===== src/rtl/uart_pkg.sv =====
// uart_pkg: definitions shared by the UART transmitter and receiver.
//   uart_state_e         : frame sequencing states common to TX and RX
//   DEFAULT_CLKS_PER_BIT : 217 clocks per bit, i.e. 115200 baud from a 25 MHz clock
//   DATA_BITS/STOP_BITS  : 8N1 framing; FRAME_BITS counts start + data + stop
package uart_pkg;

    typedef enum logic [2:0] {
        IDLE,
        START,
        DATA,
        STOP,
        CLEANUP
    } uart_state_e;

    localparam int DEFAULT_CLKS_PER_BIT = 217;
    localparam int DATA_BITS            = 8;
    localparam int STOP_BITS            = 1;
    localparam int FRAME_BITS           = 1 + DATA_BITS + STOP_BITS;

endpackage


===== src/rtl/uart_bit_timer.sv =====
// uart_bit_timer: counts clocks within one serial bit period.
//   i_Clk    : system clock, rising edge
//   i_Rst    : asynchronous active-high reset
//   i_Clear  : hold the count at zero (used while no bit is in progress)
//   i_Enable : advance the count; it wraps to zero after CLKS_PER_BIT-1
//   o_Last   : registered strobe, high while the count sits at CLKS_PER_BIT-1,
//              so the edge that ends this cycle is the bit boundary
module uart_bit_timer
    import uart_pkg::*;
#(
    parameter int CLKS_PER_BIT = DEFAULT_CLKS_PER_BIT
) (
    input  logic i_Clk,
    input  logic i_Rst,
    input  logic i_Clear,
    input  logic i_Enable,
    output logic o_Last
);

    localparam int                CNT_W      = $clog2(CLKS_PER_BIT);
    localparam logic [CNT_W-1:0] LAST_COUNT = CNT_W'(CLKS_PER_BIT - 1);

    logic [CNT_W-1:0] count_q, count_d;
    logic             last_q,  last_d;

    // The strobe is derived from the next count so that it is registered
    // yet still lines up with the cycle in which the count equals LAST_COUNT.
    always_comb begin
        count_d = count_q;
        last_d  = 1'b0;
        if (i_Clear) begin
            count_d = '0;
        end else if (i_Enable) begin
            if (count_q == LAST_COUNT) begin
                count_d = '0;
            end else begin
                count_d = count_q + CNT_W'(1);
            end
            last_d = (count_d == LAST_COUNT);
        end
    end

    always_ff @(posedge i_Clk or posedge i_Rst) begin
        if (i_Rst) begin
            count_q <= '0;
            last_q  <= 1'b0;
        end else begin
            count_q <= count_d;
            last_q  <= last_d;
        end
    end

    assign o_Last = last_q;

endmodule


===== src/rtl/uart_tx.sv =====
// uart_tx: 8N1 UART transmitter, one byte per request, LSB first.
//   i_Clk       : system clock, rising edge
//   i_Rst       : asynchronous active-high reset; aborts any frame in flight
//   i_TX_DV     : byte-valid request, only looked at while idle
//   i_TX_Byte   : byte to send, captured on the accepting edge
//   o_TX_Active : high from the accepting edge until the end of the stop bit
//   o_TX_Serial : serial line, idles high
//   o_TX_Done   : one-clock pulse after the stop bit completes
// Every output comes straight from a flop.
module uart_tx
    import uart_pkg::*;
#(
    parameter int CLKS_PER_BIT = DEFAULT_CLKS_PER_BIT
) (
    input  logic       i_Clk,
    input  logic       i_Rst,
    input  logic       i_TX_DV,
    input  logic [7:0] i_TX_Byte,
    output logic       o_TX_Active,
    output logic       o_TX_Serial,
    output logic       o_TX_Done
);

    localparam int                IDX_W         = $clog2(DATA_BITS);
    localparam logic [IDX_W-1:0] LAST_DATA_IDX = IDX_W'(DATA_BITS - 1);

    uart_state_e            state_q,   state_d;
    logic [IDX_W-1:0]       bit_idx_q, bit_idx_d;
    logic [DATA_BITS-1:0]   shift_q,   shift_d;
    logic                   serial_q,  serial_d;
    logic                   active_q,  active_d;
    logic                   done_q,    done_d;

    logic timer_clear;
    logic timer_enable;
    logic bit_last;

    // The timer only runs while a bit is on the line; it is held at zero
    // otherwise so the start bit begins from a fresh count.
    assign timer_clear  = (state_q == IDLE) || (state_q == CLEANUP);
    assign timer_enable = (state_q == START) || (state_q == DATA) || (state_q == STOP);

    uart_bit_timer #(
        .CLKS_PER_BIT(CLKS_PER_BIT)
    ) u_bit_timer (
        .i_Clk   (i_Clk),
        .i_Rst   (i_Rst),
        .i_Clear (timer_clear),
        .i_Enable(timer_enable),
        .o_Last  (bit_last)
    );

    // Next-state and next-output logic. The line value for the upcoming bit
    // is decided on the boundary edge, so the serial flop always changes
    // exactly on a bit boundary. Data leaves from bit 0 of a right-shifting
    // register.
    always_comb begin
        state_d   = state_q;
        bit_idx_d = bit_idx_q;
        shift_d   = shift_q;
        serial_d  = serial_q;
        active_d  = active_q;
        done_d    = 1'b0;

        case (state_q)
            IDLE: begin
                serial_d = 1'b1;
                active_d = 1'b0;
                if (i_TX_DV) begin
                    shift_d   = i_TX_Byte;
                    bit_idx_d = '0;
                    serial_d  = 1'b0;
                    active_d  = 1'b1;
                    state_d   = START;
                end
            end

            START: begin
                if (bit_last) begin
                    serial_d  = shift_q[0];
                    shift_d   = shift_q >> 1;
                    bit_idx_d = '0;
                    state_d   = DATA;
                end
            end

            DATA: begin
                if (bit_last) begin
                    if (bit_idx_q == LAST_DATA_IDX) begin
                        serial_d = 1'b1;
                        state_d  = STOP;
                    end else begin
                        serial_d  = shift_q[0];
                        shift_d   = shift_q >> 1;
                        bit_idx_d = bit_idx_q + IDX_W'(1);
                    end
                end
            end

            STOP: begin
                if (bit_last) begin
                    done_d   = 1'b1;
                    active_d = 1'b0;
                    state_d  = CLEANUP;
                end
            end

            CLEANUP: begin
                serial_d = 1'b1;
                state_d  = IDLE;
            end

            default: begin
                serial_d = 1'b1;
                active_d = 1'b0;
                state_d  = IDLE;
            end
        endcase
    end

    // State and output registers; reset drops the line to idle at once and
    // discards any frame in progress without signalling completion.
    always_ff @(posedge i_Clk or posedge i_Rst) begin
        if (i_Rst) begin
            state_q   <= IDLE;
            bit_idx_q <= '0;
            shift_q   <= '0;
            serial_q  <= 1'b1;
            active_q  <= 1'b0;
            done_q    <= 1'b0;
        end else begin
            state_q   <= state_d;
            bit_idx_q <= bit_idx_d;
            shift_q   <= shift_d;
            serial_q  <= serial_d;
            active_q  <= active_d;
            done_q    <= done_d;
        end
    end

    assign o_TX_Serial = serial_q;
    assign o_TX_Active = active_q;
    assign o_TX_Done   = done_q;

endmodule


===== config.mk =====
export PLATFORM = sky130hd
export DESIGN_NAME = uart_tx
export DESIGN_NICKNAME = d
export VERILOG_FILES = /design/src/rtl/uart_pkg.sv /design/src/rtl/uart_bit_timer.sv /design/src/rtl/uart_tx.sv
export SDC_FILE = /design/constraint.sdc
export NUM_CORES = 1
export LEC_CHECK = 0
export CAP_MARGIN = 20
export CORE_MARGIN = 3
export CORE_UTILIZATION = 61
export DETAILED_ROUTE_END_ITERATION = 10
export PLACE_DENSITY = 0.84
export SKIP_CTS_REPAIR_TIMING = 1
export SLEW_MARGIN = 20
export SYNTH_ARGS = -nofsm -noshare
export SYNTH_HDL_FRONTEND = slang
export SYNTH_HIERARCHICAL = 1
export SYNTH_SLANG_ARGS = --single-unit

===== constraint.sdc =====
create_clock -name i_Clk -period 2.78 [get_ports i_Clk]
set_clock_uncertainty 0.15 [all_clocks]
set_input_delay 0.278 -clock i_Clk [delete_from_list [all_inputs] [get_ports i_Clk]]
set_output_delay 0.278 -clock i_Clk [all_outputs]
set_load 0.02 [all_outputs]

==> reports/metrics.yaml <==
run_status:
  outcome: "complete, no violations"
layout:
  antenna_cells: 0
  final.fill_count: 175
  stdcell_area_mm2: 0.00174
  multiInputGateArea_um2: 828
  final_nets: 182
  regArea_um2: 652
  area_delta_synth_final_pct: 11.3
  drive_above_1_share_pct: 18.1
  final_core_util_pct: 75.0
synthesis:
  synth_area_mm2: 0.00156
  synthesis.nets: 168
  ys_top_cells_by_area: "dfrtp_1 40%, mux2i_1 5.8%, nor2_1 4.8%"
  ys_seq_elements: 26
  yosysWarnings: 6
  yosysUniqueCellTypes: 52
  ys_seq_area_share_pct: 41.7
  synth_top_area_cell: "dfrtp_1"
  syn_inst: 153
  synthFlopType: "dfrtp_1"
  syn_avg_cell_area_um2: 10.2
  synthArstFlopShare_pct: 100
  synth_edf_count: 0
  yosys.area.top_type_share_pct: 40.1
critical_path:
  crit_type: "flip-flop to flip-flop"
  required_ps: 2810
  cp-start-kind: "flip-flop"
  arrival_ps: 2230
  cp_max_fo: 11
  crit_path_end_kind: "flip-flop"
floorplanning:
  die_y_um: 56.6
  start_util_pct: 67.4
  dieArea_mm2: 0.00320
  rows: 17
  coreArea_mm2: 0.00232
  ios: 14
  die_x_um: 56.6
power:
  leakage_nw: 0.790
  p_per_area_mw_per_mm2: 351
  power_mw: 0.610
  ir_worst_vdd_uv: 314
clock_network:
  cts_sinks: 26
  cts_made_buffers: 3
  cts.clk_slew.worst_paths_ps: 140
  clock-root-buffer: "clkbuf_4"
  cts.path.max_buffers: 2
  cts_max_level: 1
  worstSkewPairLatency_ps: 310
  tritoncts: "done"
drt:
  routed-wl-met2_mm: 1.62
  drtIter0Drc: 63
  met3_length_um: 132
  drcViolationCount: 0
  wl_met1_mm: 1.23
  routed_via_density: 6.18
  vias: 1199
  top_layer: "met4"
  drt_wl_total_mm: 3.07
  dr.pass1.iters: 7
  wl_per_cell_um: 15.8
  antenna_left: 0
global_route:
  grt_pass1_wl_mm: 5.45
  grt_usage_pct: 21.2
  grt_pass1_vias: 1279
  grt_max_degree: 21
  gr-total-overflow: 0
  antenna_found_initial: 0
run:
  max_cap_violations: 0
place:
  io_buffers: 13
  gp_congestion: 0.892
  dp_hpwl_mm: 2.35
  dpl-instance-area_mm2: 0.00170
timing:
  tightest_slew_ps: 752
  relSlewSlack_pct: 49.7
  min_period_over_period_pct: 79.0
  setup_viol: 0
  max_freq_mhz: 455
  setup-tns-final_ps: 0
  finalMaxSlewViolations: 0
  hold_violations: 0
  rsz0062_at_grt: "false"
  fin_crit_ps: 2200
min_path:
  hp-class: "input port to asynchronous set/reset pin"
## cell families after synthesis
kind of cell    Yosys count  share of synthesized area, %
compound gates           36                          18.8
fa+ha+maj                 4                          3.21
buf+inv                  16                          5.21
flops                    26                          41.7
simple gates             59                          23.4
mux                      10                          6.49
xor+xnor                  2                          1.12
## Yosys cell counts, drive strengths merged, types with 3 or more instances
master,instances
a21oi,14
a22oi,3
a31oi,3
buf,5
dfrtp,25
ha,4
inv,9
mux2i,9
nand2,3
nand2b,5
nand3,6
nand3b,3
nor2,20
nor3,5
o21ai,9
## power by group
group	leakage, nW	internal, mW	switching (mW)
clock	0.0210	0.0799	0.107
sequential	0.316	0.384	0.00351
combinational	0.452	0.0192	0.0166
## layer usage
metal	vias up	track usage, %
met5	-	0
met4	0	6.78
met3	14	3.22
met2	37	40.8
met1	583	23.3
li1	565	-
## sequential cells by signal (all words and copies together), names as in the netlist
name	cells
bit_idx_q	3
state_q	3
o_TX_Serial	1
u_bit_timer/count_q	8
u_bit_timer/o_Last	1
shift_q	8
o_TX_Done	1
o_TX_Active	1
## cell usage in the layout (no fill, tap or decap), drive strengths merged, types with 2 or more instances in the layout
cell           netlist  final
a2111oi              2      2
a21oi               14     14
a22oi                3      3
a31oi                3      3
and2                 2      2
and2b                2      2
and3                 2      2
and4b                2      2
buf                  5      3
clkbuf               2      4
clkdlybuf4s50        0     13
dfrtp               25     25
ha                   4      4
inv                  9      9
mux2i                9      9
nand2                3      3
nand2b               5      5
nand3                6      6
nand3b               3      3
nor2                20     20
nor3                 5      5
o21ai                9      9
or3                  2      2
## final cells by class
cell class / instances / area share (%)
well taps: 28 / 2.02
clock buffers: 4 / 2.09
repair buffers: 16 / 8.78
multi-input cells: 111 / 47.7
flip-flops and latches: 26 / 37.5
inverters: 9 / 1.94
## worst max-delay path, cell delays in order, from the launching register on
cell	delay, ps
dfrtp_1	410
nor2_1	590
nor2_1	280
inv_1	230
a31oi_1	130
a22oi_1	210
nor2_1	60
## worst paths after layout
kind / startpoint / endpoint / slack [ps] / cells after the start
worst max-delay path: state_q[1] / u_bit_timer/count_q[2] / 580 / 6
worst min-delay path: i_Rst / u_bit_timer/count_q[5] / 90 / 2
max in group asynchronous: i_Rst / state_q[2] / 1860 / 2
worst min register to register: shift_q[3] / shift_q[3] / 390 / 2
min in group i_Clk: i_TX_Byte[7] / shift_q[7] / 390 / 3
worst max register to register: state_q[1] / u_bit_timer/count_q[2] / 580 / 6
## through the flow
step / std cells / hold slack, ps / setup slack [ps]
after floorplan: 153 / -44.1 / 966
after global placement: 190 / 350 / 744
after detailed placement: 190 / 361 / 631
after CTS: 194 / 85.6 / 574
after global routing: 194 / 79.4 / 387
final: 194 / 86.1 / 584
(Power assumes the default switching activity.)
